<file path="config.mk">
export PLATFORM = sky130hd
export DESIGN_NAME = car_sensor_emulator_flat
export DESIGN_NICKNAME = d
export VERILOG_FILES = /design/src/rtl/car_sensor_if.sv /design/src/rtl/car_sensor_emulator.sv /design/src/flat_wrapper.sv
export SDC_FILE = /design/constraint.sdc
export NUM_CORES = 1
export LEC_CHECK = 0
export ABC_CLOCK_PERIOD_IN_PS = 3100
export BUFFER_PORTS_ARGS = -buffer_cell sky130_fd_sc_hd__buf_2
export CORE_AREA = 2 2 57 59
export CTS_CLUSTER_DIAMETER = 200
export CTS_CLUSTER_SIZE = 12
export DETAILED_ROUTE_END_ITERATION = 6
export DIE_AREA = 0 0 59 61
export PLACE_DENSITY_LB_ADDON = 0.08
export SLEW_MARGIN = 25
export SYNTH_ARGS = -nofsm -noshare
export SYNTH_HDL_FRONTEND = slang
export SYNTH_SLANG_ARGS = --single-unit
</file>
<file path="constraint.sdc">
create_clock -name clk -period 3.1 [get_ports clk]
set_input_delay 0.62 -clock clk [delete_from_list [all_inputs] [get_ports clk]]
set_output_delay 0.62 -clock clk [all_outputs]
set_load 0.05 [all_outputs]
</file>
<file path="src/rtl/car_sensor_if.sv">
// rtl/car_sensor_if.sv - request/status bundle between a car-pass requester and the sensor emulator
// Signals: start/dir/dwell request a pass; ab/busy/done report sensor lines and progress.
// Macro PL_ABORT_EN adds abort (request back-out) and aborted (back-out finished).
// Modports: master = requester side, slave = emulator side.
interface car_sensor_if #(
    parameter int DWELL_W = 8
);
    logic               start;
    logic               dir;
    logic [DWELL_W-1:0] dwell;
    logic [1:0]         ab;
    logic               busy;
    logic               done;
`ifdef PL_ABORT_EN
    logic               abort;
    logic               aborted;

    modport master (output start, dir, dwell, abort, input ab, busy, done, aborted);
    modport slave  (input start, dir, dwell, abort, output ab, busy, done, aborted);
`else
    modport master (output start, dir, dwell, input ab, busy, done);
    modport slave  (input start, dir, dwell, output ab, busy, done);
`endif
endinterface

</file>
<file path="src/rtl/car_sensor_emulator.sv">
// rtl/car_sensor_emulator.sv - plays the 4-phase {a,b} photo-sensor sequence of a passing car
// Ports: clk, reset (async, active-high), bus (car_sensor_if.slave):
//   start/dir/dwell in, ab/busy/done out (all outputs registered).
// Macro PL_ABORT_EN: enables abort in / aborted out and the reverse (back-out) states.
// Each phase is held D = max(dwell,1) cycles; FIN shows ab=00 with a one-cycle done.
module car_sensor_emulator #(
    parameter int DWELL_W = 8
) (
    input  logic           clk,
    input  logic           reset,
    car_sensor_if.slave    bus
);

`ifdef PL_ABORT_EN
    typedef enum logic [2:0] {
        S_IDLE, S_P1, S_P2, S_P3, S_FIN, S_R2, S_R1, S_RFIN
    } state_t;
`else
    typedef enum logic [2:0] {
        S_IDLE, S_P1, S_P2, S_P3, S_FIN
    } state_t;
`endif

    state_t             state_q, state_d;
    logic [DWELL_W-1:0] cnt_q, cnt_d;
    logic [DWELL_W-1:0] dwell_q, dwell_d;
    logic               dir_q, dir_d;
    logic [1:0]         ab_q, ab_d;
    logic               busy_q, busy_d;
    logic               done_q, done_d;
`ifdef PL_ABORT_EN
    logic               aborted_q, aborted_d;
`endif
    logic [DWELL_W-1:0] dwell_eff;

    // A dwell of zero would make phases vanish; treat it as one cycle.
    assign dwell_eff = (bus.dwell == '0) ? DWELL_W'(1) : bus.dwell;

    always_comb begin
        state_d = state_q;
        cnt_d   = cnt_q;
        dwell_d = dwell_q;
        dir_d   = dir_q;
        case (state_q)
            S_IDLE: begin
                if (bus.start) begin
                    state_d = S_P1;
                    dir_d   = bus.dir;
                    dwell_d = dwell_eff;
                    cnt_d   = dwell_eff - DWELL_W'(1);
                end
            end
            S_P1, S_P2, S_P3: begin
`ifdef PL_ABORT_EN
                // Back-out takes priority over a phase that is just expiring.
                if (bus.abort) begin
                    cnt_d = dwell_q - DWELL_W'(1);
                    case (state_q)
                        S_P1:    state_d = S_RFIN;
                        S_P2:    state_d = S_R1;
                        default: state_d = S_R2;
                    endcase
                end else
`endif
                if (cnt_q == '0) begin
                    cnt_d = dwell_q - DWELL_W'(1);
                    case (state_q)
                        S_P1:    state_d = S_P2;
                        S_P2:    state_d = S_P3;
                        default: state_d = S_FIN;
                    endcase
                end else begin
                    cnt_d = cnt_q - DWELL_W'(1);
                end
            end
`ifdef PL_ABORT_EN
            S_R2, S_R1: begin
                if (cnt_q == '0) begin
                    cnt_d   = dwell_q - DWELL_W'(1);
                    state_d = (state_q == S_R2) ? S_R1 : S_RFIN;
                end else begin
                    cnt_d = cnt_q - DWELL_W'(1);
                end
            end
            S_RFIN:  state_d = S_IDLE;
`endif
            default: state_d = S_IDLE;
        endcase
    end

    // Outputs are decoded from the next state so they are registered alongside it.
    always_comb begin
        ab_d   = 2'b00;
        busy_d = (state_d != S_IDLE);
        done_d = (state_d == S_FIN);
`ifdef PL_ABORT_EN
        aborted_d = (state_d == S_RFIN);
`endif
        case (state_d)
            S_P1:    ab_d = dir_d ? 2'b01 : 2'b10;
            S_P2:    ab_d = 2'b11;
            S_P3:    ab_d = dir_d ? 2'b10 : 2'b01;
`ifdef PL_ABORT_EN
            S_R2:    ab_d = 2'b11;
            S_R1:    ab_d = dir_d ? 2'b01 : 2'b10;
`endif
            default: ab_d = 2'b00;
        endcase
    end

    always_ff @(posedge clk or posedge reset) begin
        if (reset) begin
            state_q   <= S_IDLE;
            cnt_q     <= '0;
            dwell_q   <= '0;
            dir_q     <= 1'b0;
            ab_q      <= 2'b00;
            busy_q    <= 1'b0;
            done_q    <= 1'b0;
`ifdef PL_ABORT_EN
            aborted_q <= 1'b0;
`endif
        end else begin
            state_q   <= state_d;
            cnt_q     <= cnt_d;
            dwell_q   <= dwell_d;
            dir_q     <= dir_d;
            ab_q      <= ab_d;
            busy_q    <= busy_d;
            done_q    <= done_d;
`ifdef PL_ABORT_EN
            aborted_q <= aborted_d;
`endif
        end
    end

    assign bus.ab   = ab_q;
    assign bus.busy = busy_q;
    assign bus.done = done_q;
`ifdef PL_ABORT_EN
    assign bus.aborted = aborted_q;
`endif

endmodule

</file>
<file path="src/flat_wrapper.sv">
// flat-port wrapper written by rule: the top's interface ports become plain ports
module car_sensor_emulator_flat 
#(
    parameter int DWELL_W = 8
)
  (clk, reset, bus_start, bus_dir, bus_dwell, bus_ab, bus_busy, bus_done);
  car_sensor_if #(.DWELL_W(DWELL_W)) bus_i ();
  input  logic clk;
  input  logic reset;
  input wire logic [$bits(bus_i.start)-1:0] bus_start;
  input wire logic [$bits(bus_i.dir)-1:0] bus_dir;
  input wire logic [$bits(bus_i.dwell)-1:0] bus_dwell;
  output wire logic [$bits(bus_i.ab)-1:0] bus_ab;
  output wire logic [$bits(bus_i.busy)-1:0] bus_busy;
  output wire logic [$bits(bus_i.done)-1:0] bus_done;
  assign bus_i.start = bus_start;
  assign bus_i.dir = bus_dir;
  assign bus_i.dwell = bus_dwell;
  assign bus_ab = bus_i.ab;
  assign bus_busy = bus_i.busy;
  assign bus_done = bus_i.done;
  car_sensor_emulator #(.DWELL_W(DWELL_W)) u_core (.clk(clk), .reset(reset), .bus(bus_i));
endmodule
</file>
==> parameters.txt, run 1 <==
Parameter                              Value

Outcome
  Run status    finished, final reports clean

Finish
  Count of inserted antenna diode cells    0
  Filler Cells Inserted    294
  Final nets    148
  Area overhead of the layout relative to synthesis    9.893%
  Share of cells above drive strength 1    30.83%

Worst setup path
  Sort of element at the end of the critical path    flop
  Flop-to-flop setup slack    650 ps
  Crit Reg-Reg Endpoint    u_core.cnt_q[6]$_DFFE_PP0P_
  Startpoint Class    flop
  Critical path launch point    u_core.cnt_q[5]$_DFFE_PP0P_
  Cell depth of the worst flop-to-flop path    7
  Max Fanout on Critical Path    5
  Worst setup endpoint    u_core.cnt_q[6]$_DFFE_PP0P_
  Origin of the critical flop-to-flop path    u_core.cnt_q[5]$_DFFE_PP0P_
  Endpoint arrival time on the critical path    2700 ps
  Classification of the worst setup path    flop to flop
  Critical Path RT    3350 ps

Clocking
  Cell chosen for the clock root    sky130_fd_sc_hd__clkbuf_4
  Number of buffers inserted to repair setup after CTS    0
  Number of buffers inserted during clock tree synthesis    3
  Clock-pin transition on the worst setup and hold timing paths    130 ps
  CTS resizes    0
  H-tree levels    1
  Worst-Skew Late Latency    310 ps
  Hold-fix buffer count after cts    0
  Maximum buffer depth of the clock tree    2
  Sink count of the clock tree    24
  Clock tree from TritonCTS    done

Logic synthesis
  Yosys warns    0
  Most area-hungry cell type in the Yosys netlist    sky130_fd_sc_hd__dfrtp_1
  Post-Synthesis Cell Area    0.001277 sq mm
  Syn_nets    132
  Count of flip-flops with a built-in enable after synthesis    0
  Distinct cell type count of the synthesized netlist    36
  Instance count of the mapped netlist    119
  Async set-or-reset flop fraction in the synthesized netlist    100.0%
  Share of the synthesized area in the top cell type    47.01%
  Dominant cell by count in the synthesized netlist    sky130_fd_sc_hd__dfrtp_1
  Synthesized area divided by synthesized cell count    10.74 sq um
  Seq/Total Area, Yosys    47.01%
  Biggest area contributors in the synthesized netlist    sky130_fd_sc_hd__dfrtp_1, sky130_fd_sc_hd__mux2_2, sky130_fd_sc_hd__a21oi_1
  Flops & latches, synth    24
  Most frequently used flop master after synthesis    sky130_fd_sc_hd__dfrtp_1
  Most frequent cells after synthesis    sky130_fd_sc_hd__dfrtp_1, sky130_fd_sc_hd__mux2_2, sky130_fd_sc_hd__nor2_1

Worst hold path
  Hold Crit Class    input pin to async pin

Global routing
  First-pass GRT wire length    4.340 mm
  Global route total overflow    0
  Total global-route track usage    16.51%
  Pin count of the biggest net entering global routing    25
  Via count of the first global-routing pass    913
  Number of antenna violations at the first check in global routing    0

Routing
  Routed WL    2.494 mm
  Number of routed nets with antenna violations    0
  Remaining design rule violation count    0
  Vias per std cell    5.663
  Average detailed-routed wire length per instance    15.02 microns
  First-pass iteration count of the detailed router    4
  Via count of the routed design    940
  Starting DRC count in detailed routing    29

Timing
  Final Setup Violations    0
  Worst clock skew    5.761 ps
  Transition at the pin with the smallest max-transition slack    853.9 ps
  PnR worst setup slack    652.4 ps
  Final Hold Vio Count    0
  Fmax achieved    408.6 MHz
  Time the worst path needs with I/O delays and setup    2448 ps
  Final period util    78.96%
  Worst hold margin    350.1 ps
  Slew headroom    42.72%
  Setup repair after global routing missed its margin    no
  Max-slew violations    0
  Setup_tns    0 ps

Die
  Count of boundary I/O pins    16
  Area of the core    0.002953 sq mm
  Initial core utilization    43.26%
  Overall die height    61 microns
  Die Area    0.003599 sq mm
  Horizontal die dimension    59 microns
  Num rows    20

Placed design
  Final estimated routing congestion in global placement    0.8079
  Post-DP HPWL    1.830 mm
  Post-placement setup slack    661.3 ps
  Number of buffer cells added on primary ports    15

Pwr
  PD cells    1001 mW/mm^2
  Highest ir drop seen on vdd    421.1 uV
  Static power due to leakage    0.0005969 uW

Flow run
  Count of max-cap constraint violations    0
## layout make-up
class | instances | area [sq um] | area share [%]
Multi-Input combinational cell | 85 | 634.4 | 45.19
Sequential cell | 24 | 600.6 | 42.78
Timing Repair Buffer | 17 | 90.09 | 6.417
Tap cell | 33 | 41.29 | 2.941
Clock buffer | 3 | 22.52 | 1.604
Inverter | 4 | 15.01 | 1.070
## through the flow
stage               cells  util, %  total power, uW  cell area (sq um)
detailed placement    163    46.78             1281               1381
global placement      163    46.78             1273               1381
floorplan             119        -             1140               1277
finish                166    47.54             1405               1404
CTS                   166    47.54             1418               1404
global route          166    47.54             1533               1404
## cells in the final DEF, fill, tap and decap left out, types with 3 or more instances in the layout
| cell | count |
|---|---|
| sky130_fd_sc_hd__dfrtp_1 | 24 |
| sky130_fd_sc_hd__buf_2 | 15 |
| sky130_fd_sc_hd__mux2_2 | 12 |
| sky130_fd_sc_hd__nor2_1 | 11 |
| sky130_fd_sc_hd__a21oi_1 | 9 |
| sky130_fd_sc_hd__xor2_1 | 4 |
| sky130_fd_sc_hd__nand2_1 | 4 |
| sky130_fd_sc_hd__inv_1 | 3 |
| sky130_fd_sc_hd__or3_1 | 3 |
| sky130_fd_sc_hd__nand3_1 | 3 |
| sky130_fd_sc_hd__o21ai_0 | 3 |
| sky130_fd_sc_hd__a31oi_1 | 3 |
| sky130_fd_sc_hd__clkbuf_4 | 3 |
## critical path, cell delays in order, from the launching register on
cell and delay [ps]:
sky130_fd_sc_hd__dfrtp_1 420, sky130_fd_sc_hd__or4_4 570, sky130_fd_sc_hd__nor4_4 360, sky130_fd_sc_hd__a221oi_1 210, sky130_fd_sc_hd__ha_1 250, sky130_fd_sc_hd__and3_1 180
sky130_fd_sc_hd__a31o_2 240, sky130_fd_sc_hd__a31oi_1 150
## cells by family (layout without fill, tap and decap cells)
kind of cell    count (synthesis)  after routing  synth area share (%)
xor+xnor                        6              6                 4.114
fa+ha+maj                       1              1                0.9793
mux                            12             12                 10.58
flops                          24             24                 47.01
simple gates                   38             38                 17.24
compound gates                 28             28                 16.26
buf+inv                        10             24                 3.819
## power by group
| group | switching [uW] | internal (uW) |
|---|---|---|
| combinational | 374 | 302 |
| clock | 90.6 | 45.5 |
| sequential | 135 | 457 |
## worst min-delay path by stage
stage / start / endpoint / cells past startpoint
2_1_floorplan: u_core.dwell_q[6]$_DFFE_PP0P_ / u_core.dwell_q[6]$_DFFE_PP0P_ / 1
3_3_place_gp: u_core.dwell_q[7]$_DFFE_PP0P_ / u_core.dwell_q[7]$_DFFE_PP0P_ / 1
3_5_place_dp: u_core.dwell_q[7]$_DFFE_PP0P_ / u_core.dwell_q[7]$_DFFE_PP0P_ / 1
4_1_cts: reset / u_core.bus.ab[1]$_DFF_PP0_ / 2
5_1_grt: reset / u_core.cnt_q[2]$_DFFE_PP0P_ / 2
6_report: reset / u_core.dwell_q[1]$_DFFE_PP0P_ / 2
## per-layer routing
metal | part of all wire [%] | vias up | GRT usage (%)
li1 | - | 466 | -
met3 | 4.1 | 2 | 2.559
met1 | 51 | 446 | 23.67
met4 | 0.60 | 0 | 7.468
met5 | 0 | - | 0
met2 | 44 | 26 | 24.60
## registers in the layout, indices dropped and copies added, names as in the netlist
signal           flops
u_core.dwell_q       8
u_core.state_q       3
u_core.dir_q         1
u_core.bus.busy      1
u_core.bus.ab        2
u_core.cnt_q         8
u_core.bus.done      1
(Power assumes the default switching activity.)
==> run 2, diff against run 1 <==
--- a/config.mk
+++ b/config.mk
@@ -5,7 +5,7 @@
 export SDC_FILE = /design/constraint.sdc
 export NUM_CORES = 1
 export LEC_CHECK = 0
-export ABC_CLOCK_PERIOD_IN_PS = 3100
+export ABC_CLOCK_PERIOD_IN_PS = 2300
 export BUFFER_PORTS_ARGS = -buffer_cell sky130_fd_sc_hd__buf_2
 export CORE_AREA = 2 2 57 59
 export CTS_CLUSTER_DIAMETER = 200
==> constraint.sdc (replaced) <==
create_clock -name clk -period 2.3 [get_ports clk]
set_input_delay 0.46 -clock clk [delete_from_list [all_inputs] [get_ports clk]]
set_output_delay 0.46 -clock clk [all_outputs]
set_load 0.05 [all_outputs]
==> run 2 against run 1 <==
Hold slack got worse by 190 ps. Final area grew 13%. Final cell count rose by 9.6%. Clock power up 63%. Wire length increased by 10%. Count of clock-buffer cells in the layout increased by 1. Clock skew down 4.4 ps. Via count rose by 7.6%. Non-clock buffer count increased by 15. Register-to-register slack lost 590 ps. Critical path depth is the same. Largest cell class unchanged. Highest routed layer unchanged.
==> parameters.txt, run 2 (synthesis results as in run 1) <==
Parameter                              Value

Finish
  Count of inserted antenna diode cells    0 (unchanged)
  Final core occ    53.81% (+6.3 points)
  Sequential cell area    600.6 sq um (unchanged)
  Final nets    163 (+10%)
  Largest regs    u_core.cnt_q (8), u_core.dwell_q (8), u_core.state_q (3)
  Final instance area    0.001589 sq mm (+13%)
  Most frequent standard cell in the layout excluding fill and tap cells    sky130_fd_sc_hd__dfrtp_1
  Most used cells in the layout excluding fill and tap cells    sky130_fd_sc_hd__dfrtp_1, sky130_fd_sc_hd__buf_4, sky130_fd_sc_hd__buf_2, sky130_fd_sc_hd__mux2_2, sky130_fd_sc_hd__nor2_1
  Area overhead of the layout relative to synthesis    24.39%
  Share of cells above drive strength 1    42.28% (+11 points)
  Filler Cells Inserted    283 (-3.7%)
  Total area of multi-input combinational cells    693.2 sq um (+9.3%)

Pwr
  PD cells    1388 mW/mm^2 (+39%)
  Highest ir drop seen on vdd    587.2 uV (+39%)
  Static power due to leakage    0.0006866 uW (+15%)
  Post-layout total power    2206 uW (+57%)

Routing
  Vias per std cell    5.555 (-1.9%)
  Average detailed-routed wire length per instance    15.12 microns (+0.61%)
  Routed WL    2.751 mm (+10%)
  Via count of the routed design    1011 (+7.6%)
  Remaining design rule violation count    0 (unchanged)
  First-pass iteration count of the detailed router    4 (unchanged)
  Starting DRC count in detailed routing    35 (+21%)
  Number of routed nets with antenna violations    0 (unchanged)

Worst setup path
  Endpoint arrival time on the critical path    2480 ps (-220 ps)
  Startpoint Class    flop
  Crit Reg-Reg Endpoint    u_core.cnt_q[6]$_DFFE_PP0P_
  Biggest cell delay along the critical path    560 ps (about the same)
  Critical Path RT    2550 ps (-800 ps)
  Sort of element at the end of the critical path    flop
  Max Fanout on Critical Path    5 (unchanged)
  Cell depth of the worst flop-to-flop path    7 (unchanged)
  Worst-path cell chain    or4_4 > nor4_4 > buf_4 > a221oi_4 > and3_4 > a31o_4 > a31oi_1
  Origin of the critical flop-to-flop path    u_core.cnt_q[4]$_DFFE_PP0P_
  Critical path launch point    u_core.cnt_q[4]$_DFFE_PP0P_
  Flop-to-flop setup slack    60 ps (-590 ps)
  Classification of the worst setup path    flop to flop
  Master of the slowest instance on the critical path    sky130_fd_sc_hd__or4_4

Clocking
  Clock-pin transition on the worst setup and hold timing paths    130 ps (about the same)
  Clock tree from TritonCTS    done
  Sink count of the clock tree    24 (unchanged)
  Worst-Skew Late Latency    310 ps (about the same)
  Cell chosen for the clock root    sky130_fd_sc_hd__clkbuf_4
  H-tree levels    1 (unchanged)
  Number of buffers inserted during clock tree synthesis    3 (unchanged)
  Maximum buffer depth of the clock tree    2 (unchanged)

Timing
  Slew headroom    59.34% (+17 points)
  Worst clock skew    1.370 ps (-4.391 ps)
  Fmax achieved    447.4 MHz (+9.5%)
  PnR worst setup slack    64.73 ps (-587.6 ps)
  Max-slew violations    0 (unchanged)
  Transition at the pin with the smallest max-transition slack    607.7 ps (-246.2 ps)
  Final Hold Vio Count    0 (unchanged)
  Final Setup Violations    0 (unchanged)
  Worst hold margin    165.0 ps (-185.1 ps)
  Final period util    97.19% (+18 points)
  Setup repair after global routing missed its margin    yes
  Time the worst path needs with I/O delays and setup    2235 ps (-212.4 ps)

Global routing
  Global route total overflow    0 (unchanged)
  Number of antenna violations at the first check in global routing    0 (unchanged)
  Via count of the first global-routing pass    999 (+9.4%)
  Pin count of the biggest net entering global routing    25 (unchanged)
  Met1 Use GR    23.31% (-0.36 points)
  Met3 layer usage reported by global route    2.559% (unchanged)
  Met2 Use GR    27.62% (+3.0 points)
  Total global-route track usage    17.16% (+0.65 points)
  GRT Max-Usage Layer    met2
  First-pass GRT wire length    4.623 mm (+6.5%)

Placed design
  Post-placement setup slack    18.79 ps (-642.5 ps)
  Final estimated routing congestion in global placement    0.8007 (-0.89%)
  Cell area after placement    0.001456 sq mm (+5.4%)
  Post-DP HPWL    2.010 mm (+9.8%)
  Number of buffer cells added on primary ports    15 (unchanged)

Die
  Initial core utilization    43.26% (unchanged)
  Die Area    0.003599 sq mm (unchanged)
  Area of the core    0.002953 sq mm (unchanged)
  Count of boundary I/O pins    16 (unchanged)
  Num rows    20 (unchanged)
  Overall die height    61 microns (unchanged)
  Horizontal die dimension    59 microns (unchanged)

Flow run
  Count of max-cap constraint violations    0 (unchanged)

Worst hold path
  Hold Crit Class    input pin to async pin

Outcome
  Run status    finished, final reports clean
-- run 2: critical path, delay by kind of cell (launching register included) --
family                 cells  cell delay (ps)
buffers and inverters      1              220
AND/OR/NAND/NOR            3             1100
flip-flops                 1              410
AO/OA/AOI/OAI              3              450
-- run 2: worst max path at each step --
stage,to,slack [ps],cells after the start
2_1_floorplan,u_core.cnt_q[6]$_DFFE_PP0P_,1,7
3_3_place_gp,u_core.cnt_q[5]$_DFFE_PP0P_,80,7
3_5_place_dp,u_core.cnt_q[6]$_DFFE_PP0P_,20,7
4_1_cts,u_core.cnt_q[6]$_DFFE_PP0P_,60,7
5_1_grt,u_core.cnt_q[6]$_DFFE_PP0P_,-20,7
6_report,u_core.cnt_q[6]$_DFFE_PP0P_,60,7
-- run 2: layer usage --
layer | share of wire, % | routed length [microns] | vias to the layer above
met1 | 50 | 1387 | 493
met4 | 1.6 | 43 | 0
li1 | - | - | 496
met5 | 0 | 0 | -
met3 | 3.2 | 88 | 5
met2 | 45 | 1232 | 17
-- run 2: timing repair --
action,4_1_cts,5_1_grt
pin swaps,1,8
hold endpoints to repair,0,0
resized for setup,0,9
setup buffers,0,5
hold buffers,0,0
setup endpoints to repair,1,4
-- run 2: where the power goes --
| group | internal, uW | leakage [uW] | switching, uW |
|---|---|---|---|
| clock | 96.8 | 0.0000210 | 125 |
| sequential | 616 | 0.000286 | 166 |
| combinational | 583 | 0.000380 | 619 |
| total | 1300 | 0.000687 | 910 |
-- run 2: area by class of cell --
cell class              count  share of cell area, %
flip-flops and latches     24                  37.80
clock buffers               4                  2.283
multi-input cells          85                  43.62
inverters                   4                 0.9449
well taps                  33                  2.598
repair buffers             32                  12.76
-- run 2: through the flow --
step / instances / TNS, ps
final: 182 / 0
after global routing: 182 / -34.74
after CTS: 177 / 0
after detailed placement: 173 / 0
after global placement: 173 / 0
after floorplan: 119 / 0
